<file path="config.mk">
export PLATFORM = sky130hd
export DESIGN_NAME = dmem_bridge_flat
export DESIGN_NICKNAME = d
export VERILOG_FILES = /design/src/rtl/dmem_bridge_if.sv /design/src/rtl/dmem_bridge.sv /design/src/flat_wrapper.sv
export SDC_FILE = /design/constraint.sdc
export NUM_CORES = 1
export LEC_CHECK = 0
export CORE_MARGIN = 8
export CORE_UTILIZATION = 42
export DETAILED_ROUTE_END_ITERATION = 7
export GPL_ROUTABILITY_DRIVEN = 0
export GPL_TIMING_DRIVEN = 1
export PLACE_DENSITY = 0.92
export SYNTH_ARGS = -nofsm -noshare
export SYNTH_HDL_FRONTEND = slang
export SYNTH_SLANG_ARGS = --single-unit
</file>
<file path="constraint.sdc">
create_clock -name clk -period 4.1 [get_ports clk]
set_input_delay 0.82 -clock clk [delete_from_list [all_inputs] [get_ports clk]]
set_output_delay 0.82 -clock clk [all_outputs]
set_load 0.05 [all_outputs]
</file>
<file path="src/rtl/dmem_bridge_if.sv">
// ---------------------------------------------------------------------------
// dmem_bridge_if
// Bundles the memory-stage request/response signals and the memory-side
// request/grant/read-data handshake of the data-memory bridge.
//
// Core side (memory stage <-> bridge):
//   request  : access request from the memory stage
//   we_re    : 1 = store, 0 = load
//   mask     : byte-enable mask
//   addr     : byte address from the ALU
//   wdata    : lane-aligned store data
//   valid    : one-cycle access-complete pulse
//   rdata    : raw load word
//   stall    : hold the pipeline
//   err      : timeout flag, qualified by valid
// Memory side (bridge <-> data memory):
//   mem_req, mem_we, mem_mask, mem_addr, mem_wdata : request towards memory
//   mem_gnt    : memory accepted the request
//   mem_rvalid : read data valid
//   mem_rdata  : read word
//
// Modports:
//   slave  : the bridge itself
//   master : the environment (memory stage plus data memory)
// ---------------------------------------------------------------------------
interface dmem_bridge_if;
    logic        request;
    logic        we_re;
    logic [3:0]  mask;
    logic [31:0] addr;
    logic [31:0] wdata;
    logic        valid;
    logic [31:0] rdata;
    logic        stall;
    logic        err;

    logic        mem_req;
    logic        mem_we;
    logic [3:0]  mem_mask;
    logic [31:0] mem_addr;
    logic [31:0] mem_wdata;
    logic        mem_gnt;
    logic        mem_rvalid;
    logic [31:0] mem_rdata;

    modport slave (
        input  request, we_re, mask, addr, wdata,
        output valid, rdata, stall, err,
        output mem_req, mem_we, mem_mask, mem_addr, mem_wdata,
        input  mem_gnt, mem_rvalid, mem_rdata
    );

    modport master (
        output request, we_re, mask, addr, wdata,
        input  valid, rdata, stall, err,
        input  mem_req, mem_we, mem_mask, mem_addr, mem_wdata,
        output mem_gnt, mem_rvalid, mem_rdata
    );
endinterface

</file>
<file path="src/rtl/dmem_bridge.sv">
// ---------------------------------------------------------------------------
// dmem_bridge
// Converts a single-cycle load/store request from the memory stage into a
// request/grant/rvalid transaction on the data-memory port. The access is
// captured into holding registers so the memory side stays stable under
// grant backpressure even if the pipeline inputs move. A shared cycle
// counter aborts an access that spends TIMEOUT cycles in ISSUE+WAIT and
// reports it through err together with the valid pulse.
//
// Parameters:
//   TIMEOUT : cycles allowed in ISSUE+WAIT before abort (1..255)
// Ports:
//   clk : single clock, rising edge
//   rst : synchronous, active-high reset
//   bus : dmem_bridge_if.slave, core side and memory side signals
// ---------------------------------------------------------------------------
module dmem_bridge #(
    parameter int unsigned TIMEOUT = 32'd255
) (
    input  logic          clk,
    input  logic          rst,
    dmem_bridge_if.slave  bus
);

    typedef enum logic [1:0] {
        ST_IDLE  = 2'd0,
        ST_ISSUE = 2'd1,
        ST_WAIT  = 2'd2,
        ST_DONE  = 2'd3
    } state_t;

    // Counter value seen on the last permitted waiting cycle.
    localparam logic [7:0] CNT_LAST = 8'(TIMEOUT - 32'd1);

    state_t      state_r;
    state_t      state_next_s;

    logic [7:0]  cnt_r;
    logic        hold_we_r;
    logic [3:0]  hold_mask_r;
    logic [31:0] hold_addr_r;
    logic [31:0] hold_wdata_r;

    logic        valid_r;
    logic        err_r;
    logic        mem_req_r;
    logic [31:0] rdata_r;

    logic        latch_s;     // IDLE accepts a new request
    logic        capture_s;   // WAIT receives read data
    logic        timeout_s;   // access aborted this cycle
    logic        busy_s;      // in ISSUE or WAIT

    // Next-state decode plus the single-cycle event strobes.
    always_comb begin
        state_next_s = state_r;
        latch_s      = 1'b0;
        capture_s    = 1'b0;
        timeout_s    = 1'b0;
        case (state_r)
            ST_IDLE: begin
                if (bus.request) begin
                    latch_s      = 1'b1;
                    state_next_s = ST_ISSUE;
                end else begin
                    state_next_s = ST_IDLE;
                end
            end
            ST_ISSUE: begin
                // A grant on the last counted cycle still wins over the abort.
                if (bus.mem_gnt) begin
                    if (hold_we_r) begin
                        state_next_s = ST_DONE;
                    end else begin
                        state_next_s = ST_WAIT;
                    end
                end else if (cnt_r == CNT_LAST) begin
                    timeout_s    = 1'b1;
                    state_next_s = ST_DONE;
                end else begin
                    state_next_s = ST_ISSUE;
                end
            end
            ST_WAIT: begin
                if (bus.mem_rvalid) begin
                    capture_s    = 1'b1;
                    state_next_s = ST_DONE;
                end else if (cnt_r == CNT_LAST) begin
                    timeout_s    = 1'b1;
                    state_next_s = ST_DONE;
                end else begin
                    state_next_s = ST_WAIT;
                end
            end
            ST_DONE: begin
                // A request still held high is picked up from IDLE next cycle.
                state_next_s = ST_IDLE;
            end
            default: begin
                state_next_s = ST_IDLE;
            end
        endcase
    end

    // State register.
    always_ff @(posedge clk) begin
        if (rst) begin
            state_r <= ST_IDLE;
        end else begin
            state_r <= state_next_s;
        end
    end

    assign busy_s = (state_r == ST_ISSUE) || (state_r == ST_WAIT);

    // Wait-cycle counter shared by ISSUE and WAIT; restarted on every new access.
    always_ff @(posedge clk) begin
        if (rst) begin
            cnt_r <= 8'd0;
        end else if (latch_s) begin
            cnt_r <= 8'd0;
        end else if (busy_s) begin
            cnt_r <= cnt_r + 8'd1;
        end else begin
            cnt_r <= cnt_r;
        end
    end

    // Holding registers: snapshot of the access, address word-aligned.
    always_ff @(posedge clk) begin
        if (rst) begin
            hold_we_r    <= 1'b0;
            hold_mask_r  <= 4'd0;
            hold_addr_r  <= 32'd0;
            hold_wdata_r <= 32'd0;
        end else if (latch_s) begin
            hold_we_r    <= bus.we_re;
            hold_mask_r  <= bus.mask;
            hold_addr_r  <= {bus.addr[31:2], 2'b00};
            hold_wdata_r <= bus.wdata;
        end else begin
            hold_we_r    <= hold_we_r;
            hold_mask_r  <= hold_mask_r;
            hold_addr_r  <= hold_addr_r;
            hold_wdata_r <= hold_wdata_r;
        end
    end

    // State-qualified strobes registered from the next state, so they line up
    // exactly with the ISSUE and DONE cycles.
    always_ff @(posedge clk) begin
        if (rst) begin
            mem_req_r <= 1'b0;
            valid_r   <= 1'b0;
        end else begin
            mem_req_r <= (state_next_s == ST_ISSUE);
            valid_r   <= (state_next_s == ST_DONE);
        end
    end

    // Error flag: cleared when an access enters ISSUE, set only by an abort.
    always_ff @(posedge clk) begin
        if (rst) begin
            err_r <= 1'b0;
        end else if (latch_s) begin
            err_r <= 1'b0;
        end else if (timeout_s) begin
            err_r <= 1'b1;
        end else begin
            err_r <= err_r;
        end
    end

    // Load data: updated by a load completion or zeroed by an abort; stores
    // leave it untouched.
    always_ff @(posedge clk) begin
        if (rst) begin
            rdata_r <= 32'd0;
        end else if (capture_s) begin
            rdata_r <= bus.mem_rdata;
        end else if (timeout_s) begin
            rdata_r <= 32'd0;
        end else begin
            rdata_r <= rdata_r;
        end
    end

    // stall must react in the same cycle the request appears, so it is the
    // one combinational output; it is forced low while reset is asserted.
    assign bus.stall = ~rst & (((state_r == ST_IDLE) & bus.request) | busy_s);

    assign bus.valid     = valid_r;
    assign bus.err       = err_r;
    assign bus.rdata     = rdata_r;
    assign bus.mem_req   = mem_req_r;
    assign bus.mem_we    = hold_we_r;
    assign bus.mem_mask  = hold_mask_r;
    assign bus.mem_addr  = hold_addr_r;
    assign bus.mem_wdata = hold_wdata_r;

endmodule

</file>
<file path="src/flat_wrapper.sv">
// flat-port wrapper written by rule: the top's interface ports become plain ports
module dmem_bridge_flat 
#(
    parameter int unsigned TIMEOUT = 32'd255
)
  (clk, rst, bus_request, bus_we_re, bus_mask, bus_addr, bus_wdata, bus_valid, bus_rdata, bus_stall, bus_err, bus_mem_req, bus_mem_we, bus_mem_mask, bus_mem_addr, bus_mem_wdata, bus_mem_gnt, bus_mem_rvalid, bus_mem_rdata);
  dmem_bridge_if bus_i ();
  input  logic clk;
  input  logic rst;
  input wire logic [$bits(bus_i.request)-1:0] bus_request;
  input wire logic [$bits(bus_i.we_re)-1:0] bus_we_re;
  input wire logic [$bits(bus_i.mask)-1:0] bus_mask;
  input wire logic [$bits(bus_i.addr)-1:0] bus_addr;
  input wire logic [$bits(bus_i.wdata)-1:0] bus_wdata;
  output wire logic [$bits(bus_i.valid)-1:0] bus_valid;
  output wire logic [$bits(bus_i.rdata)-1:0] bus_rdata;
  output wire logic [$bits(bus_i.stall)-1:0] bus_stall;
  output wire logic [$bits(bus_i.err)-1:0] bus_err;
  output wire logic [$bits(bus_i.mem_req)-1:0] bus_mem_req;
  output wire logic [$bits(bus_i.mem_we)-1:0] bus_mem_we;
  output wire logic [$bits(bus_i.mem_mask)-1:0] bus_mem_mask;
  output wire logic [$bits(bus_i.mem_addr)-1:0] bus_mem_addr;
  output wire logic [$bits(bus_i.mem_wdata)-1:0] bus_mem_wdata;
  input wire logic [$bits(bus_i.mem_gnt)-1:0] bus_mem_gnt;
  input wire logic [$bits(bus_i.mem_rvalid)-1:0] bus_mem_rvalid;
  input wire logic [$bits(bus_i.mem_rdata)-1:0] bus_mem_rdata;
  assign bus_i.request = bus_request;
  assign bus_i.we_re = bus_we_re;
  assign bus_i.mask = bus_mask;
  assign bus_i.addr = bus_addr;
  assign bus_i.wdata = bus_wdata;
  assign bus_valid = bus_i.valid;
  assign bus_rdata = bus_i.rdata;
  assign bus_stall = bus_i.stall;
  assign bus_err = bus_i.err;
  assign bus_mem_req = bus_i.mem_req;
  assign bus_mem_we = bus_i.mem_we;
  assign bus_mem_mask = bus_i.mem_mask;
  assign bus_mem_addr = bus_i.mem_addr;
  assign bus_mem_wdata = bus_i.mem_wdata;
  assign bus_i.mem_gnt = bus_mem_gnt;
  assign bus_i.mem_rvalid = bus_mem_rvalid;
  assign bus_i.mem_rdata = bus_mem_rdata;
  dmem_bridge #(.TIMEOUT(TIMEOUT)) u_core (.clk(clk), .rst(rst), .bus(bus_i));
endmodule
</file>
# Word-level counts from Yosys, hierarchy flattened
# Index checks and enable logic that the tools add are counted.
totals:
  in_bits: 106
  register_bits: 112
  output_inout_bits: 105
classes:
  eq_ne: 6
  addsub: 1
  muxes: 17
  reduce_logical: 4
  bitwise_logic: 4
op_table:
  columns: ["op", "n"]
  rows:
  - ["$mux 32", 2]
  - ["$mux 1", 10]
  - ["$add 8x1->8 const B", 1]
  - ["$eq 8x8->1 const B", 1]
  - ["$pmux 2 s4", 1]
  - ["$eq 2x2->1 const B", 3]
  - ["$mux 2", 3]
  - ["$eq 2x1->1 const B", 2]
  - ["$and 1x1->1", 2]
  - ["$logic_not 2->1", 1]
  - ["$pmux 1 s2", 1]
  - ["$reduce_bool 2->1", 1]
  - ["$reduce_or 2->1", 1]
  - ["$logic_or 1x1->1", 1]
  - ["$not 1->1", 1]
  - ["$or 1x1->1", 1]

# Logic depth before layout (Yosys ltp)
logic_depth:
  depth_word: 6
  ltp_mapped: 8
  mapped_depth_nobuf: 6

# Worst setup path before layout
# Ideal clock, no wire load.
synth_timing:
  kind: "input to output"
  startpoint: "input bus_request"
  endpoint: "output bus_stall"
  path_slack_ns: 1.148
  n_path_buf: 2
  t_required_ns: 3.280
  cell_stages: 4
  arrival_time_ns: 2.132
  path_cell_list: "nand2_1 > clkbuf_1 > buf_1 > a21oi_1"
synth_between:
  elab_chain_len: 3
synth_lines:
  columns: ["item", "line_no", "rtl"]
  rows:
  - ["start, declared", "flat_wrapper.sv:10", "input wire logic [$bits(bus_i.request)-1:0] bus_request;"]
  - ["$and 1x1->1", "dmem_bridge.sv:190", "assign bus.stall = ~rst & (((state_r == ST_IDLE) & bus.request) | busy_s);"]
  - ["$or 1x1->1", "dmem_bridge.sv:190", null]
  - ["$and 1x1->1", "dmem_bridge.sv:190", null]
  - ["end, declared", "flat_wrapper.sv:17", "output wire logic [$bits(bus_i.stall)-1:0] bus_stall;"]
# No other way between the ends.

# Worst setup path after layout
layout_timing:
  startpoint: "register u_core.state_r[0]"
  endpoint: "output bus_stall"
layout_between:
  elab_chain_len: 4
layout_lines:
  columns: ["item", "line_no", "rtl"]
  rows:
  - ["start, declared", "dmem_bridge.sv:35", "state_t state_r;"]
  - ["start signal, assigned", "dmem_bridge.sv:110", "state_r <= state_next_s;"]
  - ["$eq 2x1->1 / $eq 2x2->1 (equally long branches)", "dmem_bridge.sv:114", "assign busy_s = (state_r == ST_ISSUE) || (state_r == ST_WAIT);"]
  - ["$logic_or 1x1->1 *", "dmem_bridge.sv:114", null]
  - ["named net u_core.busy_s", "dmem_bridge.sv:52", "logic busy_s;"]
  - ["$or 1x1->1 *", "dmem_bridge.sv:190", null]
  - ["$and 1x1->1 *", "dmem_bridge.sv:190", null]
# The timed path passes the listed nets; every way through them passes the cells marked *.

==> impl_metrics.ini <==
[run_status]
status = complete, no violations

[cells_and_area]
area_growth_syn_to_layout_pct = 57.3
layout.nets = 744
layout-drive-gt1-share_pct = 4.40
seqCellArea_um2 = 2240
multiInputGateArea_um2 = 1530
fillCellCount = 672
diodes = 0

[global_routing]
grt_pass1_vias = 3800
grt_max_degree = 69
grt_use_total_pct = 19.1
grt_pass1_wl_um = 19500
antenna_found_initial = 0
grt.overflow.total = 0

[power_and_ir_drop]
peakVddDrop_v = 0.000315
clkPwrFrac_pct = 26.4
comb_power_share_pct = 23.0
power.total_mw = 2.30
power.density_nw_per_um2 = 371
switching_share_pct = 31.2
p_sw_mw = 0.718
p_leak_nw = 2.32
pwr-share-seq_pct = 50.6
p_int_mw = 1.59

[yosys]
async_flop_share_pct = 0
synth-warning-count = 0
ys_seq_elements = 112
synth_top_cell_area_share_pct = 56.9
synth_most_common_cell = nand2_1
syn_avg_cell_area_um2 = 8.92
synth_top_area_cell = dfxtp_1
synth.top_cells.by_count = 138 x nand2_1, 112 x dfxtp_1, 71 x a21oi_1
seq_area_frac_synth_pct = 56.9
synth_cell_type_count = 31
post_synth_instance_area_um2 = 3940
synth_cells = 442
synthTopCellsByArea = dfxtp_1 57%, nand2_1 13%, a21oi_1 9.0%
synth-edff-count = 0
synth_top_flop_cell = dfxtp_1

[critical_path]
cp_max_fo = 8
end_kind = output pin
worst_ep_required_time_ns = 3.28
worstSetupPathType = reg -> out
arrival_ns = 1.92
critPathLaunchType = register
reg2reg_slack_ns = 1.82

[floorplan]
ios = 211
rows = 35
die_area_um2 = 12700
die_h_um = 113
core_area_um2 = 9200
initial_core_util_pct = 42.9
die_x_um = 113

[timing]
tightestPinTransition_ns = 1.19
tns_ns = 0
hold_viol_final = 0
drv_slew = 0
fin_crit_sh_pct = 66.9
relSlewSlack_pct = 20.5
rsz0062_at_grt = false
max_freq_mhz = 365
timing.final.crit_period_ns = 2.74
skew_ns = 0.00638
setup_viol = 0

[route]
first_pass_iters = 4
vias = 3775
drc_errors = 0
wl_um = 12500
viasPerCell = 5.05
antenna_left = 0
drt_iter0_markers = 187
wl_per_cell_um = 16.7

[clock_tree]
post-cts-setup-buffers = 0
cts_tree = yes
root_buffer = clkbuf_8
cts_buffers = 9
clock_path_buffers = 2
insertion_delay_ns = 0.37
clkSinkCount = 112
clkTransAtPathRegs_ns = 0.10
postCtsHoldBufs = 0
cts_resized = 0
ctsHtreeMaxLevel = 3

[min_path]
hp-class = reg -> reg

[run]
maxCapViolations = 0

[place]
hpwl_um = 9450
io_buffers = 206
==> layout by cell type, fill, tap and decap left out, types with 2 or more instances in the layout <==
master,n
or3_1,2
xor2_1,3
buf_4,6
xnor2_1,2
dfxtp_1,112
nand2_1,137
nor2_1,11
clkdlybuf4s50_1,204
o21ai_0,3
conb_1,2
a22o_1,32
clkinv_2,3
a21oi_1,71
nor3_1,2
nand3_1,3
ha_1,6
inv_1,6
nand2b_1,4
nand4_1,2
clkbuf_8,10
==> worst max-delay path, cell delays in order, from the launching register on <==
cell and delay (ns):
dfxtp_1 0.38, inv_1 0.10, ha_1 0.44, clkinv_1 0.20, a21oi_1 0.18, buf_4 0.23
==> layer usage <==
| layer | global-route usage [%] | wire, um | vias up |
|---|---|---|---|
| li1 | - | - | 1843 |
| met1 | 19.8 | 4980 | 1750 |
| met2 | 33.4 | 6080 | 165 |
| met3 | 8.20 | 1230 | 17 |
| met4 | 7.46 | 209 | 0 |
| met5 | 0 | 0 | - |
==> state kept, by name, summed over array words and instances (netlist names) <==
signal,cells
u_core.bus.mem_addr,30
u_core.bus.err,1
u_core.bus.mem_mask,4
u_core.state_r,2
u_core.bus.mem_req,1
u_core.bus.rdata,32
u_core.bus.mem_we,1
u_core.bus.valid,1
u_core.bus.mem_wdata,32
u_core.cnt_r,8
==> path summary, 6_finish.rpt <==
check | start | depth (start not counted) | end
max | u_core.state_r[0] | 5 | bus_stall
min | u_core.bus.mem_addr[8] | 2 | u_core.bus.mem_addr[8]
max reg2reg | u_core.state_r[0] | 7 | u_core.bus.rdata[8]
min reg2reg | u_core.bus.mem_addr[8] | 2 | u_core.bus.mem_addr[8]
==> cells by family after synthesis <==
family,after synthesis,share of synthesized area [%]
and+or+nand+nor,167,17.4
DFF,112,56.9
AOI/OAI and AO/OA,111,18.0
other,1,0.0951
adders and majority gates,6,1.90
xor gates and xnor gates,5,1.11
buffers and inverters,40,4.70
==> power groups by stage <==
| stage | Combinational [mW] | Clock, mW | Sequential [mW] |
|---|---|---|---|
| 2_1_floorplan | 0.135 | 0 | 1.36 |
| 3_3_place_gp | 0.520 | 0 | 1.19 |
| 3_5_place_dp | 0.531 | 0 | 1.19 |
| 4_1_cts | 0.533 | 0.623 | 1.17 |
| 5_1_grt | 0.561 | 0.659 | 1.17 |
| 6_report | 0.530 | 0.607 | 1.17 |
==> layout make-up <==
type | instances | area share (%)
inverter | 7 | 0.423
tap | 111 | 2.24
timing repair buffer | 211 | 33.7
clock buffer | 11 | 2.28
multi-input combinational | 291 | 24.7
clock inverter | 5 | 0.504
sequential | 112 | 36.1
==> through the flow <==
stage	utilization, %	area [um^2]	hold WS [ns]	cells	worst slack [ns]
finish	67.5	6200	0.457	748	1.36
global route	67.5	6200	0.478	748	1.24
CTS	67.5	6200	0.460	748	1.34
detailed placement	65.6	6030	0.447	732	1.34
global placement	65.6	6030	0.441	732	1.40
floorplan	-	3950	0.472	443	1.15
(Power assumes the default switching activity.)
